--- src/rtl/ros2_eth_tx_wide_adapter.sv ---
// IPv4 TX adapter: parses a byte-wide header stream into header fields for the IP engine and
// repacks the payload into DATA_BYTES-wide AXI-Stream words with tkeep.
module ros2_eth_tx_wide_adapter #(
  parameter int unsigned DATA_BYTES = 4
) (
  input  logic                    i_clk,
  input  logic                    i_rst_n,
  input  logic                    i_enable,
  input  logic [7:0]              i_din_data,
  input  logic                    i_din_empty_n,
  output logic                    o_din_rd_en,
  output logic                    o_tx_hdr_valid,
  input  logic                    i_tx_hdr_ready,
  output logic [5:0]              o_tx_ip_dscp,
  output logic [1:0]              o_tx_ip_ecn,
  output logic [15:0]             o_tx_ip_length,
  output logic [7:0]              o_tx_ip_ttl,
  output logic [7:0]              o_tx_ip_protocol,
  output logic [31:0]             o_tx_ip_source_ip,
  output logic [31:0]             o_tx_ip_dest_ip,
  output logic [3:0]              o_tx_ip_ihl,
  output logic                    o_tx_payload_tvalid,
  input  logic                    i_tx_payload_tready,
  output logic [8*DATA_BYTES-1:0] o_tx_payload_tdata,
  output logic [DATA_BYTES-1:0]   o_tx_payload_tkeep,
  output logic [DATA_BYTES-1:0]   o_tx_payload_tstrb,
  output logic                    o_tx_payload_tlast,
  output logic                    o_hdr_error
);

  localparam int unsigned LaneW = (DATA_BYTES > 1) ? $clog2(DATA_BYTES) : 1;
  localparam int unsigned DataW = 8 * DATA_BYTES;

  typedef enum logic [1:0] {StReadHdr, StSkipOpt, StTxHdr, StPayload} state_e;

  typedef struct packed {
    logic [3:0]  version;
    logic [3:0]  ihl;
    logic [5:0]  dscp;
    logic [1:0]  ecn;
    logic [15:0] length;
    logic [7:0]  ttl;
    logic [7:0]  protocol;
    logic [31:0] source_ip;
    logic [31:0] dest_ip;
  } hdr_t;

  state_e                state_q, state_d;
  hdr_t                  hdr_q, hdr_d;
  logic [15:0]           offset_q, offset_d;
  logic [15:0]           remaining_q, remaining_d;
  logic [LaneW-1:0]      lane_q, lane_d;
  logic [DataW-1:0]      pack_q, pack_d;
  logic [DataW-1:0]      out_data_q, out_data_d;
  logic [DATA_BYTES-1:0] out_keep_q, out_keep_d;
  logic                  out_last_q, out_last_d;
  logic                  out_valid_q, out_valid_d;
  logic                  hdr_error_q, hdr_error_d;

  logic [15:0]           hdr_bytes;
  logic [15:0]           payload_len;
  logic                  hdr_ok;
  logic                  word_done;
  logic [DATA_BYTES-1:0] keep_fill;

  assign hdr_bytes   = {10'd0, hdr_q.ihl, 2'b00};
  assign payload_len = hdr_q.length - hdr_bytes;
  assign hdr_ok      = (hdr_q.version == 4'd4) && (hdr_q.ihl >= 4'd5) &&
                       (hdr_q.length >= hdr_bytes);
  assign word_done   = (lane_q == LaneW'(DATA_BYTES - 1)) || (remaining_q == 16'd1);

  always_comb begin
    for (int unsigned i = 0; i < DATA_BYTES; i++) begin
      keep_fill[i] = (i <= 32'(lane_q));
    end
  end

  always_comb begin
    state_d     = state_q;
    hdr_d       = hdr_q;
    offset_d    = offset_q;
    remaining_d = remaining_q;
    lane_d      = lane_q;
    pack_d      = pack_q;
    out_data_d  = out_data_q;
    out_keep_d  = out_keep_q;
    out_last_d  = out_last_q;
    out_valid_d = out_valid_q;
    hdr_error_d = 1'b0;
    o_din_rd_en = 1'b0;

    if (!i_enable) begin
      // Abort: header registers keep their last values, everything in flight is dropped.
      state_d     = StReadHdr;
      offset_d    = '0;
      out_valid_d = 1'b0;
      pack_d      = '0;
      lane_d      = '0;
    end else begin
      unique case (state_q)
        StReadHdr: begin
          o_din_rd_en = i_din_empty_n;
          if (i_din_empty_n) begin
            case (offset_q)
              16'd0:   {hdr_d.version, hdr_d.ihl} = i_din_data;
              16'd1:   {hdr_d.dscp, hdr_d.ecn} = i_din_data;
              16'd2:   hdr_d.length[15:8] = i_din_data;
              16'd3:   hdr_d.length[7:0] = i_din_data;
              16'd8:   hdr_d.ttl = i_din_data;
              16'd9:   hdr_d.protocol = i_din_data;
              16'd12:  hdr_d.source_ip[31:24] = i_din_data;
              16'd13:  hdr_d.source_ip[23:16] = i_din_data;
              16'd14:  hdr_d.source_ip[15:8] = i_din_data;
              16'd15:  hdr_d.source_ip[7:0] = i_din_data;
              16'd16:  hdr_d.dest_ip[31:24] = i_din_data;
              16'd17:  hdr_d.dest_ip[23:16] = i_din_data;
              16'd18:  hdr_d.dest_ip[15:8] = i_din_data;
              16'd19:  hdr_d.dest_ip[7:0] = i_din_data;
              default: ;
            endcase
            offset_d = offset_q + 16'd1;
            // Validation needs only version, ihl and length, all captured well before byte 19.
            if (offset_q == 16'd19) begin
              if (!hdr_ok) begin
                hdr_error_d = 1'b1;
                offset_d    = '0;
              end else if (hdr_q.ihl > 4'd5) begin
                state_d = StSkipOpt;
              end else begin
                state_d = StTxHdr;
              end
            end
          end
        end
        StSkipOpt: begin
          o_din_rd_en = i_din_empty_n;
          if (i_din_empty_n) begin
            offset_d = offset_q + 16'd1;
            if (offset_q == hdr_bytes - 16'd1) state_d = StTxHdr;
          end
        end
        StTxHdr: begin
          offset_d = '0;
          if (i_tx_hdr_ready) begin
            if (payload_len == 16'd0) begin
              state_d = StReadHdr;
            end else begin
              state_d     = StPayload;
              remaining_d = payload_len;
              lane_d      = '0;
            end
          end
        end
        StPayload: begin
          if (out_valid_q && i_tx_payload_tready) begin
            out_valid_d = 1'b0;
            if (out_last_q) state_d = StReadHdr;
          end
          o_din_rd_en = i_din_empty_n && (remaining_q != 16'd0) &&
                        (!out_valid_q || i_tx_payload_tready);
          if (o_din_rd_en) begin
            pack_d[8*int'(lane_q) +: 8] = i_din_data;
            remaining_d = remaining_q - 16'd1;
            if (word_done) begin
              out_valid_d = 1'b1;
              out_data_d  = pack_d;
              out_keep_d  = keep_fill;
              out_last_d  = (remaining_q == 16'd1);
              pack_d      = '0;
              lane_d      = '0;
            end else begin
              lane_d = lane_q + LaneW'(1);
            end
          end
        end
        default: state_d = StReadHdr;
      endcase
    end
  end

  always_ff @(posedge i_clk or negedge i_rst_n) begin
    if (!i_rst_n) begin
      state_q     <= StReadHdr;
      hdr_q       <= '0;
      offset_q    <= '0;
      remaining_q <= '0;
      lane_q      <= '0;
      pack_q      <= '0;
      out_data_q  <= '0;
      out_keep_q  <= '0;
      out_last_q  <= 1'b0;
      out_valid_q <= 1'b0;
      hdr_error_q <= 1'b0;
    end else begin
      state_q     <= state_d;
      hdr_q       <= hdr_d;
      offset_q    <= offset_d;
      remaining_q <= remaining_d;
      lane_q      <= lane_d;
      pack_q      <= pack_d;
      out_data_q  <= out_data_d;
      out_keep_q  <= out_keep_d;
      out_last_q  <= out_last_d;
      out_valid_q <= out_valid_d;
      hdr_error_q <= hdr_error_d;
    end
  end

  assign o_tx_hdr_valid      = (state_q == StTxHdr);
  assign o_tx_ip_dscp        = hdr_q.dscp;
  assign o_tx_ip_ecn         = hdr_q.ecn;
  assign o_tx_ip_length      = hdr_q.length;
  assign o_tx_ip_ttl         = hdr_q.ttl;
  assign o_tx_ip_protocol    = hdr_q.protocol;
  assign o_tx_ip_source_ip   = hdr_q.source_ip;
  assign o_tx_ip_dest_ip     = hdr_q.dest_ip;
  assign o_tx_ip_ihl         = hdr_q.ihl;
  assign o_tx_payload_tvalid = out_valid_q;
  assign o_tx_payload_tdata  = out_data_q;
  assign o_tx_payload_tkeep  = out_keep_q;
  assign o_tx_payload_tstrb  = out_keep_q;
  assign o_tx_payload_tlast  = out_last_q;
  assign o_hdr_error         = hdr_error_q;

endmodule

--- config.mk ---
export PLATFORM = sky130hd
export DESIGN_NAME = ros2_eth_tx_wide_adapter
export DESIGN_NICKNAME = d
export VERILOG_FILES = /design/src/rtl/ros2_eth_tx_wide_adapter.sv
export SDC_FILE = /design/constraint.sdc
export NUM_CORES = 1
export LEC_CHECK = 0
export CELL_PAD_IN_SITES_DETAIL_PLACEMENT = 1
export CELL_PAD_IN_SITES_GLOBAL_PLACEMENT = 2
export CORE_AREA = 5 5 187 171
export DETAILED_ROUTE_END_ITERATION = 7
export DIE_AREA = 0 0 192 176
export GPL_TIMING_DRIVEN = 0
export MAX_ROUTING_LAYER = met4
export PLACE_DENSITY = 0.87
export SLEW_MARGIN = 20
export SYNTH_ARGS = -nofsm -noshare
export SYNTH_HDL_FRONTEND = slang
export SYNTH_SLANG_ARGS = --single-unit
--- constraint.sdc ---
create_clock -name i_clk -period 4.6 [get_ports i_clk]
set_input_delay 0.92 -clock i_clk [delete_from_list [all_inputs] [get_ports i_clk]]
set_output_delay 0.92 -clock i_clk [all_outputs]
set_load 0.02 [all_outputs]
Word level (Yosys, flattened, before mapping)
Index checks and enable logic that the tools add are counted.
- bits in latches: 0
- input port bits: 14
- output and inout port bits: 153
- logic and storage cells: 156
- memories kept: 0
- ROM bits: 0
- memory bits (writable): 0
- flip-flop bits (word level): 219
- muxes and demuxes: 45
- $add $sub $neg: 6
- multipliers: 0
- divide/modulo/power cells: 0
- equality and inequality tests: 37
- reductions and logical operators: 34
- shift-type cells: 2
- bitwise gates (word level): 0
- $lt $le $gt $ge: 6
- operators with widths (operator ; count):
    16-bit 2-to-1 mux ; 8
    32-bit 2-to-1 mux ; 4
    16-bit by 4-bit == test with 1-bit output (second input constant) ; 6
    16-bit by 5-bit == test with 1-bit output (second input constant) ; 4
    4-bit AND reduction ; 16
    16-bit one-hot mux with 3 select lines ; 1
    5-bit negation with 33-bit output ; 1
    8-bit by 33-bit variable shift with 32-bit output (first input constant) ; 1
    8-bit by 33-bit variable part select with 32-bit output ; 1
    32-bit bitwise mux ; 1
    16-bit by 1-bit == test with 1-bit output (second input constant) ; 2
    16-bit by 2-bit == test with 1-bit output (second input constant) ; 2
    16-bit zero test ; 2
    2-bit 2-to-1 mux ; 16
    16-bit one-hot mux with 2 select lines ; 1
    3-bit != test (second input constant) ; 9
    16-bit by 1-bit adder with 16-bit output (second input constant) ; 1
    16-bit == test ; 1
    16-bit by 6-bit greater-or-equal comparator with 1-bit output ; 1
    16-bit nonzero test ; 1
    16-bit by 1-bit subtractor with 16-bit output (second input constant) ; 1
    16-bit by 6-bit subtractor with 16-bit output ; 1
    1-bit 2-to-1 mux ; 11
    2-bit one-hot mux with 4 select lines ; 1
    26 further kinds ; 37

Depth between registers and ports, before layout
Gate-level depths: netlist of the first run.
- depth in word-level cells: 8
- mapped depth: 13
- gate-level depth less buffers: 11

Worst setup path after synthesis of the first run
Ideal clock, no wire load.
- path kind: input-to-output
- start: input i_enable
- end: output o_din_rd_en
- buffers on the path: 2
- arrival: 2.005 ns
- cell stages on the path: 3
- data required time: 3.680 ns
- slack: 1.675 ns
- path through: clkbuf_1 > clkbuf_1 > nor3b_1
- word-level cells in the longest chain between the ends: 1
- RTL lines (item ; line ; source):
    start: declaration ; 8 ; input logic i_enable,
    1-bit 2-to-1 mux ; 92 ; if (!i_enable) begin
    end: declaration ; 11 ; output logic o_din_rd_en,
No other way between the ends.

Worst setup path in the final report of the first run
Ends and elaborated chain as after synthesis.

==> results of run 1 <==
[per-layer routing]
layer | up-vias | share of wire, % | track usage, %
met5 | - | 0 | -
met3 | 36 | 4.2 | 2.99
met2 | 162 | 48 | 31.7
li1 | 3892 | - | -
met4 | 0 | 1.5 | 3.06
met1 | 4295 | 47 | 27.4
[cells in the mapped netlist (3+ instances only)]
cell type / instances
xnor2_1: 9
a32oi_1: 3
buf_6: 3
and2_1: 4
nor4_1: 11
nand4_1: 9
o21ai_1: 14
mux2_2: 7
nand2_1: 56
and3_1: 5
a31oi_1: 3
nand2b_1: 13
o41ai_1: 3
a22o_1: 33
mux2_1: 106
buf_4: 112
or3_1: 7
nor3_1: 17
o21ai_0: 17
a21oi_1: 86
o22ai_1: 7
nor4b_1: 4
nand3_1: 20
mux2i_1: 12
xor2_1: 14
nor2b_1: 42
buf_2: 6
ha_1: 23
clkbuf_1: 38
inv_1: 20
nor2_1: 66
dfrtp_1: 219
[logic make-up after synthesis]
kind of cell / Yosys count
buf+inv: 183
fa+ha+maj: 24
compound gates: 189
mux: 125
xor+xnor: 23
flops: 219
simple gates: 270
[worst max path at each step]
stage	from	end	slack, ns	cells after the start
floorplan	i_enable	o_din_rd_en	1.67	3
global placement	i_rst_n	o_tx_ip_source_ip[21]$_DFFE_PN0P_	-7.02	1
detailed placement	i_enable	o_din_rd_en	0.46	5
CTS	i_enable	o_din_rd_en	0.45	5
global route	i_enable	o_din_rd_en	0.29	5
finish	i_enable	o_din_rd_en	0.47	5
[power by group through the flow]
stage	Sequential, uW	Clock, uW	Combinational, uW
2_1_floorplan	2190	0	878
3_3_place_gp	2250	0	1330
3_5_place_dp	2260	0	1350
4_1_cts	2220	2310	1360
5_1_grt	2240	2390	1460
6_report	2220	2260	1350
[registers in the layout, summed over array words and instances, names as in the netlist]
register / flops
o_tx_ip_dest_ip: 32
o_tx_ip_source_ip: 32
o_tx_payload_tdata: 32
pack_q: 32
o_tx_ip_length: 16
offset_q: 16
remaining_q: 16
o_tx_ip_protocol: 8
o_tx_ip_ttl: 8
o_tx_ip_dscp: 6
hdr_q: 4
o_tx_ip_ihl: 4
o_tx_payload_tkeep: 4
lane_q: 2
o_tx_ip_ecn: 2
state_q: 2
o_hdr_error: 1
o_tx_payload_tlast: 1
o_tx_payload_tvalid: 1
[critical path: stages]
cell	delay, ns
clkdlybuf4s50_1	0.55
clkbuf_1	0.36
clkbuf_1	0.44
nor3b_1	0.29
clkdlybuf4s50_1	0.66
[area by class of cell]
class	count	share of cell area (%)
Sequential cell	219	38.3
Multi-Input combinational cell	631	31.5
Timing Repair Buffer	168	12.0
Buffer	161	7.37
Clock buffer	34	5.25
Tap cell	403	3.52
Clock inverter	14	1.47
Inverter	22	0.577
Antenna cell	1	0.0175
[stage by stage]
step / setup slack, ns / instances / setup TNS (ns) / utilization (%)
2_1_floorplan: 1.67 / 1033 / 0 / -
3_3_place_gp: -7.02 / 1602 / -1532.97 / 44.8
3_5_place_dp: 0.464 / 1604 / 0 / 45.0
4_1_cts: 0.448 / 1652 / 0 / 48.2
5_1_grt: 0.294 / 1652 / 0 / 48.2
6_report: 0.466 / 1653 / 0 / 48.2
==> reports/results.txt, run 1 <==
Clock transition at path regs -> 0.07 ns
Register Area -> 0.00548 mm^2
Final setup viols -> 0
Switching Power -> 1760 uW
Clk_lat worst skew -> 0.55 ns
Drt via density -> 5.07
Outcome -> complete, no violations
Worst-margin pin slew -> 1.03 ns
Post-synth EDFFs -> 0
# DRC -> 0
Cells after Synth -> 1,033
Die height -> 176 um
Total of max-cap violations -> 0
Fill count -> 3,196
HP Class -> input port to asynchronous set/reset pin
PD cells -> 408 mW/mm^2
H-Tree Depth -> 1
YS warnings -> 0
Netlist cell types -> 64
Power share of the combinational group -> 23.1%
Fin nets -> 1,267
Fmax -> 242 MHz
Crit path arrival time -> 3.21 ns
Mux contribution to synthesized area -> 12.5%
Post-CTS setup buffers -> 0
RePlAce Congestion -> 0.818
Minimum clock period -> 4.13 ns
Mapped Area -> 0.0111 mm^2
R2R depth -> 8
Die X -> 192 um
DR iter-0 viols -> 381
CTS Buffer Depth -> 3
Placed cell areas -> 0.0133 mm^2
Grt total ovfl -> 0
Net switching fraction of the power -> 30.2%
Most frequent cells in the layout -> 219 x dfrtp_1, 165 x clkdlybuf4s50_1, 112 x buf_4
Flop-to-flop setup slack -> 1.24 ns
Hold slack -> 0.344 ns
Largest family of logic cells by synthesized area -> multiplexers
Port Buffers -> 166
Final wirelength -> 32,800 um
Initial Utilization -> 37.5%
FP Rows -> 60
Vias in the first global route -> 8,907
GRT Util Overall -> 19.8%
Main synth FF type -> dfrtp_1
Avg WL per Cell -> 19.9 um
Static leakage -> 0.00659 uW
Syn_area_per_cell -> 10.8 um^2
Io pins -> 167
Crit start category -> input port
Synth Register Bits -> 219
Worst vdd ir -> 260 uV
Detailed-route via count -> 8,385
Final hold vios -> 0
R2r startpoint -> remaining_q[9]$_DFFE_PN0P_
Largest net degree at the start of global routing -> 91
Sequential area share after synthesis -> 49.3%
Die area -> 0.0338 mm^2
Most common cell after layout, fill and taps aside -> dfrtp_1
Unrepaired setup endpoints after global routing -> no
Critical path endpoint category -> primary output
CTS tree -> done
WS Path Type -> input port to primary output
Post-Syn Nets -> 1,071
Seq pwr share -> 38.1%
Fin crit share -> 89.9%
Core ar. -> 0.0297 mm^2
Clock sinks -> 219
TritonCTS buffer count -> 26
Max Clock Skew -> 0.0306 ns
DP HPWL -> 23,200 um
Rel. slew slack -> 30.9%
First-pass GRT wire length -> 51,700 um
Simple-Gate Fraction of Synth Area -> 12.5%
Asr flop ratio synth -> 100%
Ratio of cells with drive above 1 in the final layout -> 15.1%
Detail Route Antenna Nets -> 0
Synthesis-to-finish area growth -> 28.8%
Clk Tree Root Cell -> clkbuf_16
P_int -> 4070 uW
Post-synthesis xor/xnor area fraction -> 1.81%
Max-slew violations -> 0
Crit-path max FO -> 10
Adder-cell share of the synthesized area -> 2.77%
Top post-synthesis cells by area -> dfrtp_1 49%, mux2_1 11%, buf_4 7.6%
Hold-fix buffers at CTS -> 0
Overall power -> 5830 uW
Area fraction of the dominant cell type after synthesis -> 49.3%
Post-CTS resize count -> 0
Worst r2r dst -> o_tx_payload_tdata[22]$_DFFE_PN0P_
DRT Pass-1 Iters -> 4
Design Area, Final -> 0.0143 mm^2
Initial antenna violation count -> 0
Required time of the critical path -> 3.68 ns
Share of the synthesized area in compound gates (AO/OA/AOI/OAI) -> 10.8%
Area occupied by multi-input gates -> 0.00450 mm^2
Yosys top cell by area -> dfrtp_1
Clock power share -> 38.8%
(Power assumes the default switching activity.)
==> run 2: changes to the inputs <==
--- a/config.mk
+++ b/config.mk
@@ -6,10 +6,10 @@
 export NUM_CORES = 1
 export LEC_CHECK = 0
 export CELL_PAD_IN_SITES_DETAIL_PLACEMENT = 1
-export CELL_PAD_IN_SITES_GLOBAL_PLACEMENT = 2
-export CORE_AREA = 5 5 187 171
+export CELL_PAD_IN_SITES_GLOBAL_PLACEMENT = 1
+export CORE_AREA = 5 5 170 156
 export DETAILED_ROUTE_END_ITERATION = 7
-export DIE_AREA = 0 0 192 176
+export DIE_AREA = 0 0 175 161
 export GPL_TIMING_DRIVEN = 0
 export MAX_ROUTING_LAYER = met4
 export PLACE_DENSITY = 0.87
==> constraint.sdc (replaced) <==
create_clock -name i_clk -period 4.6 [get_ports i_clk]
set_input_delay 0.92 -clock i_clk [delete_from_list [all_inputs] [get_ports i_clk]]
set_output_delay 0.92 -clock i_clk [all_outputs]
set_load 0.05 [all_outputs]
==> run 2 against run 1 <==
  * Sequential power barely moved
  * Worst hold slack worse by 0.081 ns
  * Maximum frequency decreased by 7.4%
  * Final cell count decreased by 5.7%
  * Design area decreased by 1.6%
  * Setup slack lost 0.33 ns
  * Critical path depth stayed put
  * Power up 0.97%
  * Combinational power grew 20%
  * Register-to-register slack worse by 0.14 ns
  * Utilization is 8.9 points higher
  * Die area decreased by 17%
==> reports/results.txt, run 2 (same netlist as run 1, synthesis figures left out) <==
Outcome -> complete, no violations (unchanged)
Io pins -> 167 (unchanged)
H-Tree Depth -> 1 (unchanged)
Setup_tns -> 0 ns (unchanged)
Initial antenna violation count -> 1 (was 0)
DRT Pass-1 Iters -> 4 (unchanged)
Die height -> 161 um (was 176 um)
Worst-margin pin slew -> 1.15 ns (was 1.03 ns)
First-pass GRT wire length -> 57,200 um (was 51,700 um)
Port Buffers -> 166 (unchanged)
Drt via density -> 5.69 (was 5.07)
Most common cell after layout, fill and taps aside -> dfrtp_1 (unchanged)
Vias in the first global route -> 9,839 (was 8,907)
Ratio of cells with drive above 1 in the final layout -> 14.6% (was 15.1%)
Final wirelength -> 36,400 um (was 32,800 um)
Avg WL per Cell -> 23.4 um (was 19.9 um)
HP Class -> input port to asynchronous set/reset pin (unchanged)
Largest net degree at the start of global routing -> 93 (was 91)
Synthesis-to-finish area growth -> 26.6% (was 28.8%)
FP Rows -> 55 (was 60)
Unrepaired setup endpoints after global routing -> no (unchanged)
Crit start category -> input port (unchanged)
GRT Util Overall -> 26.2% (was 19.8%)
Fin nets -> 1,265 (was 1,267)
Fin crit share -> 97.1% (was 89.9%)
Minimum clock period -> 4.46 ns (was 4.13 ns)
Clk Tree Root Cell -> clkbuf_16 (unchanged)
Detail Route Antenna Nets -> 0 (unchanged)
Final worst slack -> 0.135 ns (was 0.466 ns)
PD cells -> 419 mW/mm^2 (was 408 mW/mm^2)
Critical Path Max Stage Delay -> 0.86 ns (was 0.66 ns)
Util after Layout -> 57.1% (was 48.2%)
Detailed-route via count -> 8,862 (was 8,385)
CTS Buffer Depth -> 3 (unchanged)
DP HPWL -> 23,500 um (was 23,200 um)
Worst vdd ir -> 293 uV (was 260 uV)
Die X -> 175 um (was 192 um)
Clock transition at path regs -> 0.06 ns (was 0.07 ns)
Slowest-stage cell, CP -> clkdlybuf4s50_1 (unchanged)
CTS tree -> done (unchanged)
Critical path buffers and inverters -> 4 (unchanged)
Static leakage -> 0.00654 uW (was 0.00659 uW)
WS Path Type -> input port to primary output (unchanged)
Core ar. -> 0.0246 mm^2 (was 0.0297 mm^2)
Hold slack -> 0.263 ns (was 0.344 ns)
TritonCTS buffer count -> 24 (was 26)
Post-CTS setup buffers -> 0 (unchanged)
Required time of the critical path -> 3.68 ns (about the same)
RePlAce Congestion -> 0.842 (was 0.818)
Worst path cell trace -> clkdlybuf4s50_1 > clkbuf_1 > clkbuf_1 > nor3b_1 > clkdlybuf4s50_1 (unchanged)
Initial Utilization -> 45.1% (was 37.5%)
Fill count -> 2,648 (was 3,196)
CP delay by family, top -> buffers and inverters (unchanged)
Flop-to-flop setup slack -> 1.10 ns (was 1.24 ns)
Clock sinks -> 219 (unchanged)
DR iter-0 viols -> 504 (was 381)
Total of max-cap violations -> 0 (unchanged)
Crit path arrival time -> 3.54 ns (was 3.21 ns)
Clk_lat worst skew -> 0.55 ns (about the same)
Final setup viols -> 0 (unchanged)
Rel. slew slack -> 23.0% (was 30.9%)
Worst slack at placement -> 0.195 ns (was 0.464 ns)
Max Clock Skew -> 0.0302 ns (was 0.0306 ns)
# DRC -> 0 (unchanged)
Crit-path max FO -> 10 (unchanged)
Final hold vios -> 0 (unchanged)
Fmax -> 224 MHz (was 242 MHz)
Post-CTS resize count -> 0 (unchanged)
Die area -> 0.0282 mm^2 (was 0.0338 mm^2)
Most frequent cells in the layout -> 219 x dfrtp_1, 165 x clkdlybuf4s50_1, 112 x buf_4 (unchanged)
Critical path endpoint category -> primary output (unchanged)
Max-slew violations -> 0 (unchanged)
Grt total ovfl -> 0 (unchanged)
Hold-fix buffers at CTS -> 0 (unchanged)
run 2: final timing paths:
check / depth (start not counted) / to / from
max in group asynchronous: 3 / o_tx_ip_source_ip[18]$_DFFE_PN0P_ / i_rst_n
max: 5 / o_din_rd_en / i_enable
min in group i_clk: 1 / o_tx_ip_source_ip[19]$_DFFE_PN0P_ / o_tx_ip_source_ip[19]$_DFFE_PN0P_
min: 1 / remaining_q[8]$_DFFE_PN0P_ / i_rst_n
max reg2reg: 8 / o_tx_payload_tdata[30]$_DFFE_PN0P_ / remaining_q[9]$_DFFE_PN0P_
min reg2reg: 1 / o_tx_ip_source_ip[19]$_DFFE_PN0P_ / o_tx_ip_source_ip[19]$_DFFE_PN0P_
run 2: through the flow:
step / cells / power, uW / area, um^2
after floorplan: 1033 / 3320 / 11100
after global routing: 1558 / 6110 / 14100
after detailed placement: 1514 / 3860 / 13200
after CTS: 1557 / 5920 / 14100
after global placement: 1512 / 3800 / 13200
final: 1558 / 5890 / 14100
run 2: power by group:
| part | leakage [uW] | switching (uW) | internal [uW] |
|---|---|---|---|
| Clock | 0.000416 | 830 | 1200 |
| Combinational | 0.00315 | 984 | 641 |
| Sequential | 0.00297 | 192 | 2050 |
run 2: worst register-to-register path, delay by kind of cell (launching register included):
kind	cells	cell delay, ns
buffers and inverters	2	0.91
AND/OR/NAND/NOR	5	1.88
flip-flops	1	0.45
AO/OA/AOI/OAI	1	0.14
run 2: final cells by class:
cell class	count	area (um^2)	share of cell area [%]
sequential	219	5480	38.9
antenna	1	2.50	0.0178
inverter	22	82.6	0.587
multi-input combinational	631	4500	32.0
clock inverter	5	75.1	0.534
timing repair buffer	168	1720	12.2
clock buffer	38	763	5.42
buffer	161	1050	7.50
tap	313	392	2.78
run 2: per-layer routing:
layer / vias to the layer above / global-route usage [%] / wire length [um]
met1: 4596 / 32.5 / 15200
li1: 3885 / - / -
met4: 0 / 8.82 / 1180
met5: - / - / 0
met2: 300 / 44.0 / 18200
met3: 81 / 4.21 / 1850
==> run 3: changes to the inputs <==
--- a/config.mk
+++ b/config.mk
@@ -13,7 +13,7 @@
 export GPL_TIMING_DRIVEN = 0
 export MAX_ROUTING_LAYER = met4
 export PLACE_DENSITY = 0.87
-export SLEW_MARGIN = 20
+export SLEW_MARGIN = 15
 export SYNTH_ARGS = -nofsm -noshare
 export SYNTH_HDL_FRONTEND = slang
 export SYNTH_SLANG_ARGS = --single-unit
==> results of run 3 <==
The final DEF is identical to that of run 2; final timing and power are the same.
